==> src/rtl/msdap_pkg.sv <==
// Shared constants and FSM state encoding for the MSDAP input controller.
`timescale 1ns/1ps
package msdap_pkg;
  typedef enum logic [2:0] {
    IDLE       = 3'd0,
    READ_RJ    = 3'd1,
    READ_COEFF = 3'd2,
    WORKING    = 3'd3,
    SLEEPING   = 3'd4,
    CLEARING   = 3'd5
  } state_t;

  localparam int NUM_RJ      = 16;
  localparam int NUM_COEFF   = 512;
  localparam int DATA_DEPTH  = 256;
  localparam int SLEEP_COUNT = 800;

  localparam int WORD_W   = 16;
  localparam int RJ_AW    = 4;
  localparam int COEFF_AW = 9;
  localparam int DATA_AW  = 8;
endpackage

==> src/rtl/msdap_sleep_detect.sv <==
// Counts consecutive zero data words and raises sleep when the run reaches SLEEP_COUNT.
`timescale 1ns/1ps
module msdap_sleep_detect import msdap_pkg::*; #(
  parameter int SLEEP_COUNT = msdap_pkg::SLEEP_COUNT
) (
  input  logic              clk,
  input  logic              rst,
  input  logic              clr,
  input  logic              en,
  input  logic [WORD_W-1:0] word,
  output logic              hit,
  output logic              sleep
);
  localparam int ZW = $clog2(SLEEP_COUNT + 1);

  logic [ZW-1:0] zero_cnt;
  logic          zero;

  assign zero = (word == '0);
  // hit marks the word that completes the run; the caller still writes it
  assign hit  = zero && (zero_cnt == ZW'(SLEEP_COUNT - 1));

  always_ff @(posedge clk or posedge rst) begin
    if (rst) begin
      zero_cnt <= '0;
      sleep    <= 1'b0;
    end else if (clr) begin
      zero_cnt <= '0;
      sleep    <= 1'b0;
    end else if (en) begin
      if (!zero) begin
        zero_cnt <= '0;
        sleep    <= 1'b0;
      end else begin
        if (zero_cnt != ZW'(SLEEP_COUNT)) zero_cnt <= zero_cnt + 1'b1;
        if (hit) sleep <= 1'b1;
      end
    end
  end
endmodule

==> src/rtl/msdap_ctrl.sv <==
// MSDAP controller: loads Rj/coefficients, streams samples into a circular buffer,
// handles zero-run sleep, compute handshaking with overrun detection, and buffer clear.
`timescale 1ns/1ps
module msdap_ctrl import msdap_pkg::*; #(
  parameter int NUM_RJ      = msdap_pkg::NUM_RJ,
  parameter int NUM_COEFF   = msdap_pkg::NUM_COEFF,
  parameter int DATA_DEPTH  = msdap_pkg::DATA_DEPTH,
  parameter int SLEEP_COUNT = msdap_pkg::SLEEP_COUNT
) (
  input  logic                sClk,
  input  logic                reset,
  input  logic                start,
  input  logic                softClear,
  input  logic                wordValid,
  input  logic [WORD_W-1:0]   wordIn,
  input  logic                computeDone,
  output logic                rjWe,
  output logic [RJ_AW-1:0]    rjAddr,
  output logic                coeffWe,
  output logic [COEFF_AW-1:0] coeffAddr,
  output logic                dataWe,
  output logic [DATA_AW-1:0]  dataAddr,
  output logic [WORD_W-1:0]   wrData,
  output logic                inReady,
  output logic                computeStart,
  output logic                sleep,
  output logic                overrun,
  output logic [2:0]          state
);
  localparam int CNT_W = $clog2(NUM_COEFF > NUM_RJ ? NUM_COEFF : NUM_RJ);
  localparam int CLR_W = $clog2(DATA_DEPTH + 1);

  state_t              state_q, state_d;
  logic [CNT_W-1:0]    cnt, cnt_d;
  logic [DATA_AW-1:0]  wr_ptr, wr_ptr_d;
  logic [CLR_W-1:0]    clr_cnt, clr_cnt_d;
  logic                busy, busy_d, cs_pend, cs_pend_d;
  logic                rjWe_d, coeffWe_d, dataWe_d, inReady_d, computeStart_d, overrun_d;
  logic [RJ_AW-1:0]    rjAddr_d;
  logic [COEFF_AW-1:0] coeffAddr_d;
  logic [DATA_AW-1:0]  dataAddr_d;
  logic [WORD_W-1:0]   wrData_d;
  logic                sd_en, sd_clr, sd_hit;

  msdap_sleep_detect #(.SLEEP_COUNT(SLEEP_COUNT)) u_sleep (
    .clk(sClk), .rst(reset), .clr(sd_clr), .en(sd_en),
    .word(wordIn), .hit(sd_hit), .sleep(sleep)
  );

  assign state = state_q;

  always_ff @(posedge sClk or posedge reset) begin
    if (reset) begin
      state_q      <= IDLE;
      cnt          <= '0;
      wr_ptr       <= '0;
      clr_cnt      <= '0;
      busy         <= 1'b0;
      cs_pend      <= 1'b0;
      rjWe         <= 1'b0;
      rjAddr       <= '0;
      coeffWe      <= 1'b0;
      coeffAddr    <= '0;
      dataWe       <= 1'b0;
      dataAddr     <= '0;
      wrData       <= '0;
      inReady      <= 1'b0;
      computeStart <= 1'b0;
      overrun      <= 1'b0;
    end else begin
      state_q      <= state_d;
      cnt          <= cnt_d;
      wr_ptr       <= wr_ptr_d;
      clr_cnt      <= clr_cnt_d;
      busy         <= busy_d;
      cs_pend      <= cs_pend_d;
      rjWe         <= rjWe_d;
      rjAddr       <= rjAddr_d;
      coeffWe      <= coeffWe_d;
      coeffAddr    <= coeffAddr_d;
      dataWe       <= dataWe_d;
      dataAddr     <= dataAddr_d;
      wrData       <= wrData_d;
      inReady      <= inReady_d;
      computeStart <= computeStart_d;
      overrun      <= overrun_d;
    end
  end

  always_comb begin
    state_d        = state_q;
    cnt_d          = cnt;
    wr_ptr_d       = wr_ptr;
    clr_cnt_d      = clr_cnt;
    cs_pend_d      = 1'b0;
    rjWe_d         = 1'b0;
    rjAddr_d       = rjAddr;
    coeffWe_d      = 1'b0;
    coeffAddr_d    = coeffAddr;
    dataWe_d       = 1'b0;
    dataAddr_d     = dataAddr;
    wrData_d       = wrData;
    computeStart_d = 1'b0;
    overrun_d      = overrun;
    sd_en          = 1'b0;
    sd_clr         = 1'b0;
    // busy_d is the value busy holds during the cycle a new computeStart would be out
    busy_d         = computeStart ? 1'b1 : (computeDone ? 1'b0 : busy);

    case (state_q)
      IDLE: if (start) begin
        state_d = READ_RJ;
        cnt_d   = '0;
      end
      READ_RJ: if (wordValid) begin
        rjWe_d   = 1'b1;
        rjAddr_d = RJ_AW'(cnt);
        wrData_d = wordIn;
        if (cnt == CNT_W'(NUM_RJ - 1)) begin
          state_d = READ_COEFF;
          cnt_d   = '0;
        end else cnt_d = cnt + 1'b1;
      end
      READ_COEFF: if (wordValid) begin
        coeffWe_d   = 1'b1;
        coeffAddr_d = COEFF_AW'(cnt);
        wrData_d    = wordIn;
        if (cnt == CNT_W'(NUM_COEFF - 1)) begin
          state_d = WORKING;
          cnt_d   = '0;
        end else cnt_d = cnt + 1'b1;
      end
      WORKING, SLEEPING: begin
        if (softClear) begin
          state_d   = CLEARING;
          wr_ptr_d  = '0;
          clr_cnt_d = '0;
          busy_d    = 1'b0;
          overrun_d = 1'b0;
          sd_clr    = 1'b1;
        end else begin
          if (cs_pend) begin
            if (busy_d) overrun_d = 1'b1;
            else        computeStart_d = 1'b1;
          end
          // zeros arriving while asleep are discarded outright
          if (wordValid && !(state_q == SLEEPING && wordIn == '0)) begin
            dataWe_d   = 1'b1;
            dataAddr_d = wr_ptr;
            wrData_d   = wordIn;
            wr_ptr_d   = (wr_ptr == DATA_AW'(DATA_DEPTH - 1)) ? '0 : wr_ptr + 1'b1;
            cs_pend_d  = 1'b1;
            sd_en      = 1'b1;
            if (sd_hit)                     state_d = SLEEPING;
            else if (state_q == SLEEPING)   state_d = WORKING;
          end
        end
      end
      CLEARING: begin
        if (clr_cnt != CLR_W'(DATA_DEPTH)) begin
          dataWe_d   = 1'b1;
          dataAddr_d = DATA_AW'(clr_cnt);
          wrData_d   = '0;
          clr_cnt_d  = clr_cnt + 1'b1;
        end else if (!softClear) state_d = WORKING;
      end
      default: state_d = IDLE;
    endcase

    inReady_d = (state_d == READ_RJ) || (state_d == READ_COEFF) ||
                (state_d == WORKING) || (state_d == SLEEPING);
  end
endmodule

==> config.mk <==
export PLATFORM = sky130hd
export DESIGN_NAME = msdap_ctrl
export DESIGN_NICKNAME = d
export VERILOG_FILES = /design/src/rtl/msdap_pkg.sv /design/src/rtl/msdap_sleep_detect.sv /design/src/rtl/msdap_ctrl.sv
export SDC_FILE = /design/constraint.sdc
export NUM_CORES = 1
export LEC_CHECK = 0
export ABC_AREA = 0
export CAP_MARGIN = 20
export CORE_MARGIN = 2
export CORE_UTILIZATION = 50
export DETAILED_ROUTE_END_ITERATION = 10
export GPL_TIMING_DRIVEN = 0
export HOLD_SLACK_MARGIN = 0.1
export PLACE_DENSITY = 0.73
export SLEW_MARGIN = 20
export SYNTH_ARGS = -nofsm -noshare
export SYNTH_HDL_FRONTEND = slang
export SYNTH_HIERARCHICAL = 1
export SYNTH_SLANG_ARGS = --single-unit
==> constraint.sdc <==
create_clock -name sClk -period 8.21 [get_ports sClk]
set_clock_uncertainty 0.05 [all_clocks]
set_input_delay 2.463 -clock sClk [delete_from_list [all_inputs] [get_ports sClk]]
set_output_delay 2.463 -clock sClk [all_outputs]
set_load 0.01 [all_outputs]
=== Word-level counts from Yosys, hierarchy flattened ===
Cells that the tools add are included.

* Bits in registers: 85

* Add/subtract/negate cells: 4
* Muxes and demuxes: 62
* Reduce and logical (&&, ||, !) cells: 28
* Equality and inequality tests: 25

{| class="wikitable"
|+ Operators by type and width
! operator !! count
|-
| $mux 16 || 4
|-
| $mux 9 || 7
|-
| $mux 8 || 6
|-
| $pmux 16 s3 || 1
|-
| $mux 10 || 4
|-
| $mux 3 || 11
|-
| $pmux 9 s3 || 1
|-
| $mux 1 || 24
|-
| $add 9x1->9 const B || 2
|-
| $pmux 9 s2 || 1
|-
| $logic_not 16->1 || 1
|-
| $pmux 8 s2 || 1
|-
| $pmux 3 s5 || 1
|-
| $ne 2x2->1 const B || 7
|-
| $eq 3x2->1 const B || 4
|-
| $add 10x1->10 const B || 1
|-
| $eq 10x10->1 const B || 1
|-
| $ne 10x10->1 const B || 1
|-
| $reduce_and 2->1 || 5
|-
| $reduce_bool 2->1 || 5
|-
| $eq 3x3->1 const B || 3
|-
| $eq 9x4->1 const B || 1
|-
| $eq 9x9->1 const B || 1
|-
| $ne 9x9->1 const B || 1
|-
| other kinds (15) || 25
|}

=== Logic depth before layout (Yosys ltp) ===
* Depth in word-level cells: 11
* Depth in mapped cells: 11

=== Modules after synthesis ===
The synthesis kept the hierarchy.

{| class="wikitable"
|+ By module, submodules not included
! module !! cells an instance !! times used !! area each (µm²) !! seq. area each (µm²)
|-
| msdap_ctrl || 366 || 1 || 3593.4 || 1851.8
|-
| msdap_sleep_detect || 74 || 1 || 745.7 || 275.3
|}

=== Least setup slack after synthesis ===
No wires, ideal clock.

* Kind: input to register
* Start: input wordIn[2]
* End: register inReady
* Arrival time: 4.379 ns
* Buffers on the path: 1
* Setup slack: 3.653 ns
* Stages: 9
* Required time: 8.032 ns
* Setup time: 0.128 ns
* Cell sequence: nor4_2 -> nand4_2 -> buf_6 -> nor3_1 -> and2_2 -> nor3_1 -> a211o_1 -> or3b_1 -> xor2_1

{| class="wikitable"
|+ RTL lines
! what !! line !! source
|-
| from (decl) || msdap_ctrl.sv:15 || <nowiki>input logic [WORD_W-1:0] wordIn,</nowiki>
|-
| $logic_not 16->1 (*) || msdap_sleep_detect.sv:19 || <nowiki>assign zero = (word == '0);</nowiki>
|-
| $logic_and 1x1->1 (*) || msdap_sleep_detect.sv:21 || <nowiki>assign hit = zero && (zero_cnt == ZW'(SLEEP_COUNT - 1));</nowiki>
|-
| via sd_hit || msdap_ctrl.sv:43 || <nowiki>logic sd_en, sd_clr, sd_hit;</nowiki>
|-
| $mux 3 (*) || msdap_ctrl.sv:154 || <nowiki>if (sd_hit) state_d = SLEEPING;</nowiki>
|-
| $mux 3 (*) || msdap_ctrl.sv:147 || <nowiki>if (wordValid && !(state_q == SLEEPING && wordIn == '0)) begin</nowiki>
|-
| $mux 3 (*) || msdap_ctrl.sv:134 || <nowiki>if (softClear) begin</nowiki>
|-
| $pmux 3 s5 (*) || msdap_ctrl.sv:110 || <nowiki>case (state_q)</nowiki>
|-
| via state_d[0] || msdap_ctrl.sv:33 || <nowiki>state_t state_q, state_d;</nowiki>
|-
| $eq 3x1->1 or $eq 3x2->1 (tied branches) || msdap_ctrl.sv:170 || <nowiki>inReady_d = (state_d == READ_RJ) || (state_d == READ_COEFF) ||</nowiki>
|-
| $logic_or 1x1->1 (2 in series) || msdap_ctrl.sv:170 ||
|-
| $logic_or 1x1->1 (*) || msdap_ctrl.sv:171 || <nowiki>(state_d == WORKING) || (state_d == SLEEPING);</nowiki>
|-
| via inReady_d || msdap_ctrl.sv:38 || <nowiki>logic rjWe_d, coeffWe_d, dataWe_d, inReady_d, computeStart_d, overrun_d;</nowiki>
|-
| to (signal assigned) || msdap_ctrl.sv:84 || <nowiki>inReady <= inReady_d;</nowiki>
|-
| to (decl) || msdap_ctrl.sv:24 || <nowiki>output logic inReady,</nowiki>
|}

The timed path passes the listed nets; every way through them passes the cells marked *.
A chain may end at the register's enable or synchronous reset.

=== Final worst setup path ===
Ends and elaborated chain as after synthesis.

==> impl_metrics.csv <==
group,metric,value,unit
outcome,outcome,"completed",
timing,fin_crit_sh,63.2,%
clock_network,clk_root_buffer_cell,"clkbuf_8",
clock_network,cts.sinks,85,
synth,synthTopCellsByCount,"dfrtp_1 (85), nand2_1 (35), inv_1 (32)",
die,die_w,97.2,µm
power_and_ir_drop,power,1.43,mW
clock_network,numCtsBuffers,9,
route,antenna_left,0,
synth,yosysSeqAreaShare,49.0,%
route,drt_iter0_markers,195,
synth,synth_seq_cells,85,
synth,synth_top_area_share,49.0,%
timing,slew_viol_final,0,
synth,synth_most_common_cell,"dfrtp_1",
finish,drive_gt1_share,11.3,%
finish,area_growth,23.7,%
critical_path,rr_startpoint,"state[1]",
min_path,worstHoldEndpoint,"dataAddr[1]",
route,drc_errors,0,
synth,synth_edf_count,0,
place,hpwlAfterDp,7180,µm
timing,hold_viol,0,
route,first_pass_iters,4,
die,ios,69,
clock_network,postCtsHoldBufs,0,
synth,yosys_warnings,6,
finish,fin_nets,548,
synth,netlist_instances,440,
synth,yosys-top-cells-area,"dfrtp_1 (49%), mux2_2 (3.6%), o21ai_0 (3.5%)",
place,io_buffers,67,
route,post_drt_wl_per_cell,15.4,µm
timing,worst_slew_pin_slew,0.616,ns
synth,synth.net_count,469,
finish,n_antenna_cell,0,
min_path,holdPathStages,2,
die,core,8300,µm²
clock_network,clkLatencyLatePin,0.35,ns
synth,syn_area_per_cell,9.86,µm²
die,rows,33,
finish,seq_area,2130,µm²
timing,fmax,193,MHz
timing,rsz0062_at_grt,"no",
timing,fin_setup_tns,0,ns
critical_path,r2r_slack,5.18,ns
power_and_ir_drop,vdd_ir_drop_max,208,µV
min_path,hold_start,"dataAddr[1]",
clock_network,cts_resized,0,
synth,synth_area_leader_cell,"dfrtp_1",
run,maxCapViolCount,0,
route,dr_total_vias,3544,
clock_network,cts_tree,"built",
timing,max_slew_margin,58.9,%
synth,ys.flop_type,"dfrtp_1",
finish,multi_input_area,1980,µm²
critical_path,worstSetupEndpointType,"flop",
global_routing,grt_pass1_wl,16800,µm
critical_path,crit_type,"input port to flop",
critical_path,cp_data_required_time,8.37,ns
synth,async_reset_ff_share,100,%
global_routing,grt_start_max_net_pins,49,
clock_network,cts.path.max_buffers,2,
power_and_ir_drop,p_per_area,267,nW/µm²
die,start_util,52.3,%
synth,netlist_area,4340,µm²
critical_path,rr_worst_depth,8,
critical_path,critPathMaxFanout,10,
place,routabilityCongestion,0.904,
finish,post-route-util,64.7,%
clock_network,cts_setup_buffers,0,
die,die_h,97.2,µm
timing,layout_min_cycle_time,5.19,ns
timing,finalSetupViolations,0,
critical_path,worstPathArrival,5.35,ns
clock_network,htree_levels,3,
die,dieArea,9440,µm²
route,viasPerCell,5.64,
critical_path,r2r-end,"u_sleep/zero_cnt[5]",
clock_network,clk_pin_slew,0.09,ns
global_routing,antenna_found_initial,0,
finish,nFillCells,710,
route,wl,9690,µm
power_and_ir_drop,power.leakage,2.35,nW
min_path,min_path_type,"flop to flop",
global_routing,overflow,0,
critical_path,critPathLaunchType,"input port",
synth,ys_types,65,
global_routing,grt_pass1_vias,3527,
global_routing,grt_util_all_layers,21.5,%
-- state kept, by name, indices dropped and copies added, names as in the netlist, 3 cells and up --
| signal | flops |
|---|---|
| clr_cnt | 9 |
| cnt | 9 |
| coeffAddr | 9 |
| dataAddr | 8 |
| rjAddr | 4 |
| state | 3 |
| u_sleep/zero_cnt | 10 |
| wrData | 16 |
| wr_ptr | 8 |
-- where the power goes --
group | internal [mW] | switching [mW]
sequential | 0.528 | 0.0901
clock | 0.148 | 0.144
combinational | 0.263 | 0.261
-- layer usage --
metal	global-route usage [%]	share of wire (%)	vias up
li1	-	-	1733
met1	30.8	48	1724
met2	32.8	46	81
met3	4.32	4.8	6
met4	7.58	0.80	0
met5	0	0	-
-- how the worst max path moves through the flow --
| stage | start | slack (ns) | depth (start not counted) | to |
|---|---|---|---|---|
| after floorplan | wordIn[2] | 3.65 | 9 | inReady |
| after global placement | reset | 2.56 | 2 | coeffAddr[0] |
| after detailed placement | wordIn[9] | 2.77 | 10 | inReady |
| after CTS | wordIn[2] | 3.11 | 10 | inReady |
| after global routing | wordIn[2] | 2.93 | 10 | inReady |
| final | wordIn[2] | 3.02 | 10 | inReady |
-- stage by stage --
step / worst slack, ns / cell area, µm² / hold WS, ns / cells
floorplan: 3.65 / 4340 / 0.429 / 440
global route: 2.93 / 5370 / 0.472 / 628
detailed placement: 2.77 / 5170 / 0.423 / 613
finish: 3.02 / 5370 / 0.438 / 628
CTS: 3.11 / 5370 / 0.445 / 628
global placement: 2.56 / 5140 / 0.419 / 612
-- critical path, cell delays in order --
cell and delay (ns):
clkdlybuf4s50_1 0.48, nor4_2 0.35, nand4_2 0.25, buf_6 0.22
nor3_1 0.43, and2_2 0.25, nor3_1 0.05, a211o_1 0.29
or3b_1 0.40, xor2_1 0.16
-- cells in the final DEF, fill, tap and decap left out, drive strengths merged, types with 8 or more instances in the layout --
cell type and instances:
inv 33, dfrtp 85, a21oi 8, nand2 35, clkdlybuf4s50 67, nand3 28
nor4 14, o21ai 45, clkbuf 26, nor3 13, nor2 27, mux2i 9
o31ai 8, mux2 14
-- cell families (layout without fill, tap and decap cells) --
logic type	count (synthesis)	after routing	share of synthesized area [%]
flops	85	85	49.0
compound gates	96	96	14.6
simple gates	166	166	21.5
mux	23	23	5.71
fa+ha+maj	7	7	2.02
xor+xnor	9	9	1.82
buf+inv	54	137	5.28
-- area by class of cell --
| cell class | instances | area share [%] |
|---|---|---|
| plain buffers | 22 | 2.03 |
| clock buffers | 10 | 2.56 |
| multi-input cells | 301 | 36.9 |
| inverters | 32 | 2.28 |
| clock inverters | 5 | 1.10 |
| flip-flops and latches | 85 | 39.6 |
| well taps | 105 | 2.45 |
| repair buffers | 68 | 13.0 |
No activity file was read; power rests on OpenSTA's default activity.
==> RTL change, RTL diff (config.mk and constraints unchanged) <==
Make the reset (`reset` and `rst`) synchronous in 2 clocked blocks.
--- a/src/rtl/msdap_sleep_detect.sv
+++ b/src/rtl/msdap_sleep_detect.sv
@@ -20,7 +20,7 @@
   // hit marks the word that completes the run; the caller still writes it
   assign hit  = zero && (zero_cnt == ZW'(SLEEP_COUNT - 1));
 
-  always_ff @(posedge clk or posedge rst) begin
+  always_ff @(posedge clk) begin
     if (rst) begin
       zero_cnt <= '0;
       sleep    <= 1'b0;
--- a/src/rtl/msdap_ctrl.sv
+++ b/src/rtl/msdap_ctrl.sv
@@ -49,7 +49,7 @@
 
   assign state = state_q;
 
-  always_ff @(posedge sClk or posedge reset) begin
+  always_ff @(posedge sClk) begin
     if (reset) begin
       state_q      <= IDLE;
       cnt          <= '0;
Formal check against the unedited RTL: differs if reset is asserted again (counterexample within 4 cycles, from zero or initial values and one cycle with reset high); with reset held inactive, the same outputs for 10 cycles.
==> RTL change against the unedited design <==
  * Sequential cell count is the same
  * Worst setup slack better by 0.42 ns
  * Synthesized cell count increased by 18%
  * Synthesized area grew 1.8%
  * Routed wire length up 20%
  * Cell area increased by 1.9%
  * Maximum frequency up 8.7%
  * Critical path type unchanged
  * Count of clock-buffer cells in the layout did not move
  * Register-to-register slack better by 0.57 ns
Power is not compared: it rests on default switching activity, and its combinational part moved more than twofold at a synthesized area within 25%.
==> RTL change: results (changes against the unedited design) <==
Power and ir drop
  – Leakage: roughly 1.8 nW
  – Worst vdd ir: roughly 0.15 mV

Layout
  – N_diodes: 0 (unchanged)
  – Final #Nets: 628 (+15%)
  – Share of cells above drive strength 1: 10.9% (-0.35 points)
  – Fin cells: 712 (+13%)
  – Regs by FF count: wrData: 16 flops, u_sleep/zero_cnt: 10 flops

Placement
  – Dpl hpwl: 8230 um (+15%)
  – Inst Count DP: 696 (+14%)
  – RD Place Congestion: 0.873 (-3.4%)
  – Dpl cell area: 0.00523 mm^2 (+1.2%)
  – PortBufs: 68 (+1.5%)

Timing
  – Slew HR: 53.1% (-5.9 points)

Synth
  – Largest cells by area after synthesis: dfxtp_1, nand2_1, a21oi_1
  – Netlist cell types: 69 (+6.2%)
  – Register area share after synthesis: 38.5% (-10 points)
  – Post-Syn Nets: 549 (+17%)
  – Post-synth top cells: dfxtp_1, nand2_1, a21oi_1, nor2_1, clkbuf_1
  – Ys Warns: 6 (unchanged)
  – Async set-reset flop share out of synthesis: 0% (-100 points)
  – Primary FF master, synth: dfxtp_1
  – Post-synthesis cell count: 520 (+18%)

Worst setup path
  – Reg2Reg Depth: 7 (-1)
  – Critical path arrival: 4.96 ns (-0.39 ns)
  – Largest fanout on the critical path: 10 (unchanged)

Clock network
  – Setup Fix Bufs, Post-CTS: 0 (unchanged)
  – Worst-skew pair later-pin latency: 0.35 ns (about the same)
  – CTS max path bufs: 2 (unchanged)
  – CTS H-tree depth: 3 (unchanged)
  – Post-CTS sizing: 0 (unchanged)
  – CTS Root Cell: clkbuf_8
  – Num CTS Buffers: 9 (unchanged)
  – Clock slew at reported path FFs: 0.09 ns (about the same)

Drt
  – Via density: 6.03 (+6.8%)
  – DRT iter0 DRCs: 285 (+46%)
  – DRT Pass-1 Iters: 4 (unchanged)
  – Total wire length: 11,600 um (+20%)

GRT
  – Vias in the first global route: 3,830 (+8.6%)
  – Initial antenna violation count: 0 (unchanged)
  – First-pass GRT wire length: 19,100 um (+14%)
  – Total GRT Usage: 23.8% (+2.3 points)
  – Largest net degree at the start of global routing: 15 (-69%)

Run status
  – Outcome: finished, final reports clean

Min path
  – Min-Delay Path Class: reg -> reg
  – Hold Path Cell Cnt: 2 (unchanged)
-- RTL change: cell types whose count changed after synthesis, moves of 8 or more --
cell | unedited run | this run
a21oi_1 | 7 | 43
a311oi_2 | 0 | 8
dfrtp_1 | 85 | 0
dfxtp_1 | 0 | 85
inv_1 | 32 | 12
mux2_2 | 14 | 1
nand2_1 | 35 | 73
nand3_1 | 28 | 13
o21ai_0 | 30 | 10
o21ai_1 | 15 | 1
o31ai_1 | 8 | 16
or4_1 | 1 | 16
-- RTL change: layout make-up --
cell class / instances / area (um^2)
fill: 771 / 3160
multi-input combinational: 383 / 2460
sequential: 85 / 1700
timing repair buffer: 68 / 681
buffer: 40 / 211
tap: 108 / 135
clock buffer: 10 / 128
clock inverter: 6 / 111
inverter: 12 / 45.0
-- RTL change: report_power, final --
part,switching [mW],total [mW],internal (mW)
registers,0.00365,0.421,0.417
logic,0.0364,0.0669,0.0305
clock network,0.156,0.359,0.202
total,0.196,0.846,0.650
-- RTL change: path summary, 6_finish.rpt --
| check | startpoint | slack, ns | endpoint |
|---|---|---|---|
| max | wordIn[10] | 3.44 | inReady |
| min | cs_pend | 0.39 | computeStart |
| max reg2reg | state[2] | 5.75 | u_sleep/zero_cnt[7] |
| min reg2reg | cs_pend | 0.39 | computeStart |
-- RTL change: cells by family after synthesis --
group                      share of synthesized area, %
and+or+nand+nor                                    28.1
buffers and inverters                              5.81
xor gates and xnor gates                           1.78
DFF                                                38.5
AOI/OAI and AO/OA                                  22.2
muxes                                              1.61
adders and majority gates                          1.98
-- RTL change: worst max-delay path, cell delays in order --
cell	delay (ns)
clkdlybuf4s50_1	0.47
nor4_1	0.34
nand4_1	0.28
buf_2	0.27
nor2_1	0.31
nor2_1	0.12
a211oi_1	0.33
mux2_2	0.38
-- RTL change: metrics by stage --
step           worst slack [ns]  total power [mW]
6_report                   3.44             0.846
5_1_grt                    3.31             0.874
4_1_cts                    3.47             0.850
3_5_place_dp               3.14             0.496
3_3_place_gp               3.18             0.495
2_1_floorplan              4.11             0.463
-- RTL change: layer usage --
layer	up-vias	part of all wire, %	track usage (%)
li1	2094	-	-
met3	16	7.0	4.37
met5	-	0	0
met1	2014	46	33.5
met4	0	1.2	7.16
met2	169	46	37.4
